**src/rtl/hough_pkg.sv**
```systemverilog
// -----------------------------------------------------------------------------
// hough_pkg
// Definitions shared by the Hough edge-point extractor and the voting stage:
// default image geometry, coordinate widths, the point record and the raster
// tracking state.
// -----------------------------------------------------------------------------
package hough_pkg;

    localparam int HOUGH_IMG_W = 320;
    localparam int HOUGH_IMG_H = 240;
    localparam int HOUGH_X_W   = 9;
    localparam int HOUGH_Y_W   = 8;

    // Point record exchanged with the voting stage; x sits in the upper bits.
    typedef struct packed {
        logic [HOUGH_X_W-1:0] x;
        logic [HOUGH_Y_W-1:0] y;
    } hough_point_t;

    // Raster tracking state: IDLE until a start-of-frame beat locks the raster.
    typedef enum logic {
        ST_IDLE = 1'b0,
        ST_SCAN = 1'b1
    } raster_state_t;

endpackage

```
**src/rtl/hough_point_fifo.sv**
```systemverilog
// -----------------------------------------------------------------------------
// hough_point_fifo
// Synchronous first-word-fall-through FIFO for edge-point coordinates.
// The head entry is always presented on o_data while o_valid is high.
// A push and a pop in the same cycle are legal at any occupancy, including full.
//
// Ports
//   clk             clock, rising edge
//   rst             asynchronous, active-high reset (empties the FIFO)
//   i_push          write i_data (ignored when full without a simultaneous pop)
//   i_data          entry to write
//   i_pop           consume the head entry (ignored when empty)
//   o_valid         FIFO holds at least one entry
//   o_data          head entry
//   o_not_full_nxt  occupancy after this cycle's push/pop will be below DEPTH
// -----------------------------------------------------------------------------
module hough_point_fifo #(
    parameter int WIDTH = 17,
    parameter int DEPTH = 16
) (
    input  logic             clk,
    input  logic             rst,
    input  logic             i_push,
    input  logic [WIDTH-1:0] i_data,
    input  logic             i_pop,
    output logic             o_valid,
    output logic [WIDTH-1:0] o_data,
    output logic             o_not_full_nxt
);

    localparam int AW = $clog2(DEPTH);
    localparam int CW = AW + 1;
    localparam logic [CW-1:0] FULL_CNT = CW'(DEPTH);

    logic [WIDTH-1:0] r_mem [DEPTH];
    logic [AW-1:0]    r_wr_ptr;
    logic [AW-1:0]    r_rd_ptr;
    logic [CW-1:0]    r_count;
    logic [CW-1:0]    w_count_nxt;
    logic             w_push;
    logic             w_pop;

    assign w_pop  = i_pop && (r_count != '0);
    // A full FIFO still takes a write when the head leaves in the same cycle.
    assign w_push = i_push && ((r_count != FULL_CNT) || w_pop);

    always_comb begin
        // NOTE: every combinational output gets a default first so no latch is inferred.
        w_count_nxt = r_count;
        if (w_push && !w_pop) begin
            w_count_nxt = r_count + CW'(1);
        end else if (!w_push && w_pop) begin
            w_count_nxt = r_count - CW'(1);
        end
    end

    // NOTE: sequential state uses non-blocking assignments so all registers update together.
    always_ff @(posedge clk or posedge rst) begin
        if (rst) begin
            r_wr_ptr <= '0;
            r_rd_ptr <= '0;
            r_count  <= '0;
        end else begin
            if (w_push) begin
                r_wr_ptr <= r_wr_ptr + AW'(1);
            end
            if (w_pop) begin
                r_rd_ptr <= r_rd_ptr + AW'(1);
            end
            r_count <= w_count_nxt;
        end
    end

    // NOTE: storage is not reset; the count alone defines which entries are meaningful.
    always_ff @(posedge clk) begin
        if (w_push) begin
            r_mem[r_wr_ptr] <= i_data;
        end
    end

    assign o_valid        = (r_count != '0);
    assign o_data         = r_mem[r_rd_ptr];
    assign o_not_full_nxt = (w_count_nxt != FULL_CNT);

endmodule

```
**src/rtl/hough_edge_point_extractor.sv**
```systemverilog
// -----------------------------------------------------------------------------
// hough_edge_point_extractor
// Feeder of the Hough voting stage. Tracks (x,y) over a raster-ordered 1-bit
// edge stream, queues the coordinates of every edge pixel (and of the
// start-of-frame pixel) and emits them over valid/ready. Reports frame
// completion with a per-frame point count, and raster-sync errors.
//
// Ports
//   clk, rst        clock; asynchronous active-high reset
//   pix_valid/ready pixel beat handshake (pix_ready registered, low in reset)
//   pix_edge        beat is an edge pixel
//   pix_sof         beat is pixel (0,0)
//   pt_valid/ready  point handshake towards the voting stage
//   pt_x, pt_y      head point coordinates (0 while pt_valid is low)
//   frame_done      1-cycle pulse after the last pixel of a frame is accepted
//   frame_pts       points pushed in the completed frame, valid with frame_done
//   sync_err        1-cycle pulse when a start-of-frame interrupts a frame
// -----------------------------------------------------------------------------
module hough_edge_point_extractor
    import hough_pkg::*;
#(
    parameter int IMG_W      = HOUGH_IMG_W,
    parameter int IMG_H      = HOUGH_IMG_H,
    parameter int X_W        = HOUGH_X_W,
    parameter int Y_W        = HOUGH_Y_W,
    parameter int FIFO_DEPTH = 16,
    parameter int CNT_W      = 17
) (
    input  logic             clk,
    input  logic             rst,
    input  logic             pix_valid,
    output logic             pix_ready,
    input  logic             pix_edge,
    input  logic             pix_sof,
    output logic             pt_valid,
    input  logic             pt_ready,
    output logic [X_W-1:0]   pt_x,
    output logic [Y_W-1:0]   pt_y,
    output logic             frame_done,
    output logic [CNT_W-1:0] frame_pts,
    output logic             sync_err
);

    localparam logic [X_W-1:0] X_LAST = X_W'(IMG_W - 1);
    localparam logic [Y_W-1:0] Y_LAST = Y_W'(IMG_H - 1);

    raster_state_t    r_state;
    raster_state_t    w_state_nxt;
    logic [X_W-1:0]   r_x;
    logic [Y_W-1:0]   r_y;
    logic [CNT_W-1:0] r_cnt;
    logic [CNT_W-1:0] r_frame_pts;
    logic             r_pix_ready;
    logic             r_frame_done;
    logic             r_sync_err;

    logic             w_accept;
    logic             w_sof_acc;
    logic             w_scan_beat;
    logic             w_last;
    logic             w_push;
    logic             w_done;
    logic             w_err;
    logic [X_W+Y_W-1:0] w_pt_in;
    logic [X_W+Y_W-1:0] w_head;
    logic [X_W-1:0]   w_head_x;
    logic [Y_W-1:0]   w_head_y;
    logic             w_fifo_valid;
    logic             w_not_full_nxt;

    function automatic logic [CNT_W-1:0] sat_inc(input logic [CNT_W-1:0] v);
        return (&v) ? v : v + CNT_W'(1);
    endfunction

    assign w_accept = pix_valid && r_pix_ready;
    assign w_last   = (r_x == X_LAST) && (r_y == Y_LAST);

    // ---------------- FSM: state register ----------------
    always_ff @(posedge clk or posedge rst) begin
        if (rst) begin
            r_state <= ST_IDLE;
        end else begin
            r_state <= w_state_nxt;
        end
    end

    // ---------------- FSM: next state ----------------
    always_comb begin
        w_state_nxt = r_state;
        if (w_accept) begin
            case (r_state)
                ST_IDLE: if (pix_sof) w_state_nxt = ST_SCAN;
                ST_SCAN: begin
                    if (pix_sof) begin
                        w_state_nxt = ST_SCAN;
                    end else if (w_last) begin
                        w_state_nxt = ST_IDLE;
                    end
                end
                default: w_state_nxt = ST_IDLE;
            endcase
        end
    end

    // ---------------- FSM: outputs ----------------
    always_comb begin
        w_sof_acc   = w_accept && pix_sof;
        w_scan_beat = w_accept && !pix_sof && (r_state == ST_SCAN);
        // The sof beat is pixel (0,0) and is always queued, edge or not.
        w_push      = w_sof_acc || (w_scan_beat && pix_edge);
        w_done      = w_scan_beat && w_last;
        w_err       = w_sof_acc && (r_state == ST_SCAN);
        w_pt_in     = w_sof_acc ? '0 : {r_x, r_y};
    end

    // Raster position of the next beat; a sof beat is (0,0), so the next is (1,0).
    always_ff @(posedge clk or posedge rst) begin
        if (rst) begin
            r_x <= '0;
            r_y <= '0;
        end else if (w_sof_acc) begin
            r_x <= X_W'(1);
            r_y <= '0;
        end else if (w_scan_beat) begin
            if (w_last) begin
                r_x <= '0;
                r_y <= '0;
            end else if (r_x == X_LAST) begin
                r_x <= '0;
                r_y <= r_y + Y_W'(1);
            end else begin
                r_x <= r_x + X_W'(1);
            end
        end
    end

    // Per-frame push counter; the sof push seeds it with 1, an aborted frame restarts it.
    always_ff @(posedge clk or posedge rst) begin
        if (rst) begin
            r_cnt        <= '0;
            r_frame_pts  <= '0;
            r_frame_done <= 1'b0;
            r_sync_err   <= 1'b0;
            r_pix_ready  <= 1'b0;
        end else begin
            r_frame_done <= w_done;
            r_sync_err   <= w_err;
            // Registered from next-cycle occupancy, so a beat is never offered a full FIFO.
            r_pix_ready  <= w_not_full_nxt;
            if (w_sof_acc) begin
                r_cnt <= CNT_W'(1);
            end else if (w_done) begin
                r_cnt <= '0;
            end else if (w_push) begin
                r_cnt <= sat_inc(r_cnt);
            end
            if (w_done) begin
                r_frame_pts <= w_push ? sat_inc(r_cnt) : r_cnt;
            end
        end
    end

    hough_point_fifo #(
        .WIDTH (X_W + Y_W),
        .DEPTH (FIFO_DEPTH)
    ) u_fifo (
        .clk            (clk),
        .rst            (rst),
        .i_push         (w_push),
        .i_data         (w_pt_in),
        .i_pop          (pt_ready),
        .o_valid        (w_fifo_valid),
        .o_data         (w_head),
        .o_not_full_nxt (w_not_full_nxt)
    );

    assign {w_head_x, w_head_y} = w_head;

    assign pix_ready  = r_pix_ready;
    assign pt_valid   = w_fifo_valid;
    // Unwritten storage never reaches the outputs: coordinates read 0 when no point is queued.
    assign pt_x       = w_fifo_valid ? w_head_x : '0;
    assign pt_y       = w_fifo_valid ? w_head_y : '0;
    assign frame_done = r_frame_done;
    assign frame_pts  = r_frame_pts;
    assign sync_err   = r_sync_err;

endmodule

```
**config.mk**
```make
export PLATFORM = sky130hd
export DESIGN_NAME = hough_edge_point_extractor
export DESIGN_NICKNAME = d
export VERILOG_FILES = /design/src/rtl/hough_pkg.sv /design/src/rtl/hough_point_fifo.sv /design/src/rtl/hough_edge_point_extractor.sv
export SDC_FILE = /design/constraint.sdc
export NUM_CORES = 1
export LEC_CHECK = 0
export CORE_ASPECT_RATIO = 0.7
export CORE_MARGIN = 4
export CORE_UTILIZATION = 30
export CTS_CLUSTER_SIZE = 28
export DETAILED_ROUTE_END_ITERATION = 10
export PLACE_DENSITY = 0.41
export SKIP_CTS_REPAIR_TIMING = 1
export SLEW_MARGIN = 20
export SYNTH_ARGS = -nofsm -noshare
export SYNTH_HDL_FRONTEND = slang
export SYNTH_SLANG_ARGS = --single-unit
export TNS_END_PERCENT = 1
```
**constraint.sdc**
```tcl
create_clock -name clk -period 4.45 [get_ports clk]
set_input_delay 1.1125 -clock clk [delete_from_list [all_inputs] [get_ports clk]]
set_output_delay 1.1125 -clock clk [all_outputs]
set_load 0.005 [all_outputs]
```
Yosys cells after proc, flatten, opt, wreduce, memory -nomap -nowiden. Memory sizes are Yosys's and may differ from the RTL's. Cells that the tools add are included. W data, S select, Z words.

Equal/unequal tests: 4. Add/sub/neg operators: 7. Muxes and demuxes: 23. Reduce and logical (&&, ||, !) cells: 22. Bitwise operators: 1.

Operators by type and width (count): $mux W17 (5); $mux W9 (5); $mux W8 (5); $add A17 B1 Y17 const B (1); $reduce_and A17 Y1 (1); $logic_and A1 B1 Y1 (12); $mux W5 (2); $ne A5 B5 Y1 const B (2); $add A9 B1 Y9 const B (1); $eq A9 B9 Y1 const B (1); $add A4 B1 Y4 const B (2); $add A8 B1 Y8 const B (1); $eq A8 B8 Y1 const B (1); $add A5 B1 Y5 const B (1); $mux W1 (5); $reduce_bool A5 Y1 (1); $sub A5 B1 Y5 const B (1); $logic_not A1 Y1 (3); $reduce_bool A3 Y1 (1); $logic_or A1 B1 Y1 (2); $pmux W1 S2 (1); $reduce_and A2 Y1 (1); $reduce_bool A2 Y1 (1); $not A1 Y1 (1).

Memories: 1. Output and inout bits: 38. Word-level logic and storage cells: 69. Bits in writable memories: 272. Bits in registers: 68.

Memories: u_fifo.r_mem (depth 16, width 17, rd ports 1, clocked after Yosys merged registers in 0, write ports 1, RTL line hough_point_fifo.sv:35) `logic [WIDTH-1:0] r_mem [DEPTH];`.

Longest topological paths before layout. Gate-level depths: netlist of the first run.

Depth after elaboration: 11. Mapped depth: 9.

Modules after synthesis. From an unflattened synthesis of the first run, not the netlist that was laid out.

Cells, all modules: 766. Area, all modules: 13863.3 um2.

Modules (own cells, without submodules): hough_point_fifo (seq. area each 8493.1 um2, area an instance 11021.8 um2, cells each 469, times used 1); hough_edge_point_extractor (seq. area each 1376.3 um2, area an instance 2841.5 um2, cells each 297, times used 1).

Worst setup path before layout of the first run. No wires, ideal clock.

Path kind: input-to-reg. Start: in pix_valid. End: mem u_fifo.r_mem[3][0], enable pin. Library setup time: 0.412 ns. Stages on the path: 8. Setup slack: 0.502 ns. Arrival time: 3.536 ns. Buffers on the path: 3. Cells stage by stage: nand2_1 clkbuf_1 nor2_1 clkbuf_1 and2_1 clkbuf_1 nand2_1 nor3_1.

Longest elaborated chain between the ends: 8.

RTL lines: from (decl) (RTL line hough_edge_point_extractor.sv:31) `input logic pix_valid,`; $logic_and A1 B1 Y1 * (RTL line hough_edge_point_extractor.sv:75) `assign w_accept = pix_valid && r_pix_ready;`; $logic_and A1 B1 Y1 (2 in series) (RTL line hough_edge_point_extractor.sv:108) `w_scan_beat = w_accept && !pix_sof && (r_state == ST_SCAN);`; $logic_and A1 B1 Y1 (RTL line hough_edge_point_extractor.sv:110) `w_push = w_sof_acc || (w_scan_beat && pix_edge);`; $logic_or A1 B1 Y1 * (RTL line hough_edge_point_extractor.sv:110); $logic_and A1 B1 Y1 * (RTL line hough_point_fifo.sv:45) `assign w_push = i_push && ((r_count != FULL_CNT) || w_pop);`; $mux W1 * (RTL line hough_point_fifo.sv:76) `if (w_push) begin`; $mux W1 (not written as such) * (RTL line hough_point_fifo.sv:77) `r_mem[r_wr_ptr] <= i_data;`; to (decl) (RTL line hough_point_fifo.sv:35).

Mark *: on every way between the ends. The rest lies on a longest branch, timed or not.

Worst setup path after layout of the first run.
Start: reg u_fifo.r_rd_ptr[0]. End: out pt_y[6].

Longest elaborated chain between the ends: 2.

RTL lines: from (decl) (RTL line hough_point_fifo.sv:37) `logic [AW-1:0] r_rd_ptr;`; from (signal assigned) (RTL line hough_point_fifo.sv:68) `r_rd_ptr <= r_rd_ptr + AW'(1);`; $mem_v2 Z16 W17; $mux W8 (RTL line hough_edge_point_extractor.sv:183) `assign pt_y = w_fifo_valid ? w_head_y : '0;`; to (decl) (RTL line hough_edge_point_extractor.sv:38) `output logic [Y_W-1:0] pt_y,`.

No other way between the ends.

==> impl_results.md, run 1 <==
* Leak Pwr at 5.757 nW
* Area leader, netlist: edfxtp_1
* Total congestion overflow at 0
* # diodes at 0
* DP Wirelength at 22170 µm
* Comb pwr share at 25.5%
* Register area share after synthesis at 70.93%
* Initial Util at 30.61%
* Placed inst area at 15420 µm²
* Slew HR at 36.78%
* Final setup TNS at 0 ns
* Cell area after synthesis at 13910 µm²
* Fmax at 236.6 MHz
* Dpl cells at 1444
* Type of origin of the critical path: register
* Design area at 16670 µm²
* Final Non-Filler Cells at 1513
* Setup violators final at 0
* Gate Count Post-Synth at 795
* Die height at 188.2 µm
* Most frequent cells in the layout: edfxtp_1, mux4_2, dfrtp_1, clkdlybuf4s50_1, nand2_1
* Std-Cell Rows at 65
* Synth cell types at 54
* Final Power at 0.009418 W
* IR drop worst, VDD at 0.2326 mV
* IO Port Bufs at 43
* Vias in the first global route at 8037
* Gr usage total at 14.26%
* Net Sw Power at 0.002586 W
* Power share of the sequential group at 41.4%
* Final WS setup at 0.2240 ns
* Kind of critical path: reg -> out
* Main synth FF type: edfxtp_1
* Ys Warns at 0
* Worst slack at placement at 0.5836 ns
* Clk buf depth at 3
* ANT nets after route at 0
* Pwr dens at 565.0 nW/µm²
* Commonest non-fill, non-tap cell in the layout: edfxtp_1
* Area Growth Syn to Fin at 19.79%
* Synth Register Bits at 340
* GP Congestion at 0.7488
* Largest cells by area after synthesis: edfxtp_1, mux4_2, dfrtp_1
* Worst-margin pin slew at 0.9483 ns
* Crit path DAT at 3.11 ns
* CTS Buf Count at 37
* Worst reg2reg startpoint: u_fifo.r_count[0]
* Power share of the clock group at 33.1%
* Fraction of final layout cells sized beyond drive strength 1 at 22.64%
* Antenna violations before repair at 0
* H-tree depth at 2
* Pre-antenna DRT Iters at 5
* Unrepaired setup endpoints after global routing: false
* Die Area at 49950 µm²
* Req. time, crit path at 3.34 ns
* Mean routed wirelength per cell at 23.29 µm
* Fin crit period at 4.226 ns
* Routed vias/inst at 5.013
* WL final at 35240 µm
* Final hold vios at 0
* Largest net degree at the start of global routing at 37
* Clock latency on the worst-skew pair at 0.53 ns
* Internal at 0.006832 W
* First-pass GRT wire length at 53540 µm
* Core ar. at 45460 µm²
* Max-Cap Viols at 0
* Per-instance average area after synthesis at 17.50 µm²
* Post-route clock skew at 0.02417 ns
* Setup crit start: u_fifo.r_rd_ptr[0]
* Syn_nets at 811
* Nets at 897
* Hold/Removal Path Class: reg -> reg
* DR vias at 7584
* CTS sink cnt at 340
* CTS tree: done
* DIE WIDTH at 265.4 µm
* CP Max Fanout at 11
* Worst hold start: frame_pts[2]
* EDFF count, synth at 272
* Worst-path clk slew at 0.06 ns
* Sw Ratio at 27.46%
* Ports at 44
* Status: finished clean
* Fin crit share at 94.97%
* Setup crit end kind: output port
* CTS Root Cell: clkbuf_16
* FFs w/ async S/R, synth at 20.00%
* DRC at 0
* 1st-iter DRT viols at 731
* Slew Viols, Final at 0
* Area share of the largest cell type after synthesis at 58.70%
-- routing by layer --
layer,part of all wire [%],GRT usage (%)
met1,48,21.29
met2,46,21.91
met3,4.4,2.585
met4,1.6,3.147
met5,0,0
-- worst max-delay path, stage by stage (launching register included) --
cell and delay [ns]:
dfrtp_4 0.60, buf_4 0.30, mux4_2 0.53, mux4_2 0.50, and2_1 0.19, clkdlybuf4s50_1 0.45
-- flip-flops by register name, indices dropped and copies added (netlist names) --
register         count
sync_err             1
u_fifo.r_count       5
u_fifo.r_wr_ptr      4
r_state              1
r_cnt               17
r_x                  9
frame_pts           17
u_fifo.r_rd_ptr      4
pix_ready            1
frame_done           1
u_fifo.r_mem       272
r_y                  8
-- synth_stat cells, drive strengths merged, types with 10 or more instances --
| library cell | count |
|---|---|
| nand3 | 16 |
| inv | 12 |
| ha | 10 |
| o21ai | 26 |
| a21oi | 23 |
| buf | 15 |
| edfxtp | 272 |
| nor2 | 43 |
| mux4 | 85 |
| clkbuf | 26 |
| and2 | 39 |
| nand2 | 42 |
| dfrtp | 68 |
| xnor2 | 12 |
| nor3 | 10 |
-- kinds of logic (layout without fill, tap and decap cells) --
logic type | count (synthesis) | in the layout | share of synthesized area (%)
fa+ha+maj | 11 | 11 | 0.9711
xor+xnor | 21 | 21 | 1.322
compound gates | 81 | 81 | 3.588
buf+inv | 53 | 168 | 1.565
flops | 340 | 340 | 70.93
mux | 90 | 90 | 14.12
simple gates | 199 | 199 | 7.508
-- stage by stage --
step | hold slack (ns) | utilization, %
detailed placement | 0.4710 | 33.93
global placement | 0.4744 | 33.93
finish | 0.4767 | 36.66
floorplan | 0.4711 | -
CTS | 0.4796 | 36.63
global route | 0.5223 | 36.66
-- path summary, 6_finish.rpt --
path	slack (ns)	to	cells after the start
max reg2reg	1.15	pix_ready	8
min	0.48	frame_pts[2]	2
max	0.22	pt_y[6]	5
max in group asynchronous	2.63	u_fifo.r_count[1]	3
min in group asynchronous	1.04	frame_pts[10]	2
min reg2reg	0.48	frame_pts[2]	2
-- power groups by stage --
stage	Clock [W]	Combinational, W	Sequential [W]
5_1_grt	0.00336	0.00260	0.00393
3_5_place_dp	0	0.00242	0.00399
3_3_place_gp	0	0.00240	0.00398
6_report	0.00312	0.00240	0.00390
4_1_cts	0.00320	0.00243	0.00393
2_1_floorplan	0	0.00156	0.00381
-- cell type report --
cell class / count / area, µm²
clock buffers: 48 / 1030
clock inverters: 20 / 198.9
fillers: 4151 / 28790
inverters: 12 / 45.04
multi-input cells: 402 / 3877
flip-flops and latches: 340 / 9874
well taps: 603 / 754.5
repair buffers: 88 / 888.4
Note: power is estimated with default switching activity, not from simulation.
==> run 2: changes to the inputs <==
- ABC_AREA: not set -> 0
==> results of run 2 <==
Final layout, timing and power as in run 1 (identical DEF).
==> run 3: changes to the inputs <==
- clock period: 4.45 -> 4.5 ns (I/O delays scaled with it)
==> run 3 against run 2 <==
Effect of this change:
- critical path depth is the same
- setup slack lost 0.028 ns
- sequential cell count is the same
- highest routed layer unchanged
==> impl_results.md, run 3 (same netlist as run 1, synthesis figures left out) <==
* Die height at 188.2 µm
* IO Port Bufs at 43
* Fraction of final layout cells sized beyond drive strength 1 at 21.60%
* DIE WIDTH at 265.4 µm
* Worst r2r dst: pix_ready
* Max-Cap Viols at 0
* Fmax at 232.3 MHz
* Kind of critical path: reg -> out
* Largest net degree at the start of global routing at 44
* Initial Util at 30.61%
* Design area at 16620 µm²
* First-pass GRT wire length at 52860 µm
* Hold WS at 0.4806 ns
* Antenna violations before repair at 1
* H-tree depth at 2
* DRC at 0
* CTS Buf Count at 37
* Unrepaired setup endpoints after global routing: false
* CTS tree: done
* Met2 WL at 15940 µm
* Ports at 44
* CTS Root Cell: clkbuf_16
* ANT nets after route at 0
* Status: finished clean
* # diodes at 0
* DP Wirelength at 21580 µm
* Crit path top cell by count: mux4_2
* Clk buf depth at 3
* IR drop worst, VDD at 0.2520 mV
* DR vias at 7563
* Most frequent cells in the layout: edfxtp_1, mux4_2, dfrtp_1, clkdlybuf4s50_1, nand2_1
* Pre-antenna DRT Iters at 5
* Metal1 wirelength at 17060 µm
* WL final at 35140 µm
* Max stage delay on crit path at 0.67 ns
* Final hold vios at 0
* Worst hold start: frame_pts[12]
* Hold Path Depth at 2
* Die Area at 49950 µm²
* Fin crit share at 95.65%
* Worst-margin pin slew at 1.049 ns
* Fin crit period at 4.304 ns
* Top layer in use: met4
* Register area at 9874 µm²
* Met3 wire len at 1494 µm
* Commonest non-fill, non-tap cell in the layout: edfxtp_1
* Final Non-Filler Cells at 1501
* Routed vias/inst at 5.039
* GP Congestion at 0.7892
* CTS sink cnt at 340
* Nets at 886
* Vias in the first global route at 8020
* 1st-iter DRT viols at 547
* Setup crit end kind: output port
* Hold Crit Endpoint: frame_pts[12]
* Final setup TNS at 0 ns
* Mean routed wirelength per cell at 23.41 µm
* Critical Path, Cell by Cell: buf_12 > mux4_2 > mux4_2 > and2_1 > clkdlybuf4s50_1
* Setup violators final at 0
* Worst-path clk slew at 0.06 ns
* Slew HR at 30.04%
* Area Growth Syn to Fin at 19.46%
* Hold/Removal Path Class: reg -> reg
* Post-route clock skew at 0.01607 ns
* Req. time, crit path at 3.38 ns
* Clock latency on the worst-skew pair at 0.54 ns
* Crit-path slowest cell: dfrtp_4
* Gr usage total at 14.08%
* Fillers at 4177
* Number of flip-flops in the largest register at 272
* Area of the multi-input gates at 3877 µm²
* Final Util at 36.56%
* Crit path DAT at 3.18 ns
* Pwr dens at 562.3 nW/µm²
* Std-Cell Rows at 65
* Total congestion overflow at 0
* CP Max Fanout at 24
* Type of origin of the critical path: register
* Worst R2R Setup Slack at 1.16 ns
* Leak Pwr at 5.712 nW
* Core ar. at 45460 µm²
* Worst R2R Path Depth at 8
* Dpl cells at 1433
* Placed inst area at 15350 µm²
* Slew Viols, Final at 0
* Worst reg2reg startpoint: u_fifo.r_count[0]
* Largest Register: u_fifo.r_mem
==> run 3: area by class of cell <==
type	instances	share of cell area, %
sequential	340	59.41
multi-input combinational	402	23.33
clock buffer	44	5.728
timing repair buffer	77	4.998
tap	603	4.539
clock inverter	23	1.731
inverter	12	0.2710
==> run 3: metrics by stage <==
stage | setup WS (ns) | total power, W
floorplan | 0.5390 | 0.005311
finish | 0.1958 | 0.009347
global route | 0.006380 | 0.009807
detailed placement | 0.5414 | 0.006312
CTS | -0.04653 | 0.009481
global placement | 0.5301 | 0.006276
==> run 3: layer usage <==
layer | vias up | global-route usage, %
met5 | - | 0
met4 | 0 | 3.350
met3 | 45 | 2.467
met2 | 163 | 21.46
met1 | 4061 | 21.10
li1 | 3294 | -
==> run 3: power breakdown <==
group / internal (W) / switching, W
sequential: 0.00364 / 0.000233
combinational: 0.00127 / 0.00108
clock: 0.00187 / 0.00126
==> run 3: worst max path at each step <==
stage | end | slack (ns) | startpoint
2_1_floorplan | u_fifo.r_mem[3][0] | 0.54 | pix_valid
3_3_place_gp | pt_y[2] | 0.53 | u_fifo.r_rd_ptr[0]
3_5_place_dp | pt_y[2] | 0.54 | u_fifo.r_rd_ptr[0]
4_1_cts | pt_y[2] | -0.05 | u_fifo.r_rd_ptr[0]
5_1_grt | pt_y[2] | 0.006 | u_fifo.r_rd_ptr[0]
6_report | pt_y[2] | 0.20 | u_fifo.r_rd_ptr[0]
==> run 3: worst max-delay path: cells and delay by family, from the launching register on <==
family        cells  cell delay [ns]
simple gates      1             0.19
buf+inv           2             0.72
flops             1             0.67
mux               2             1.05
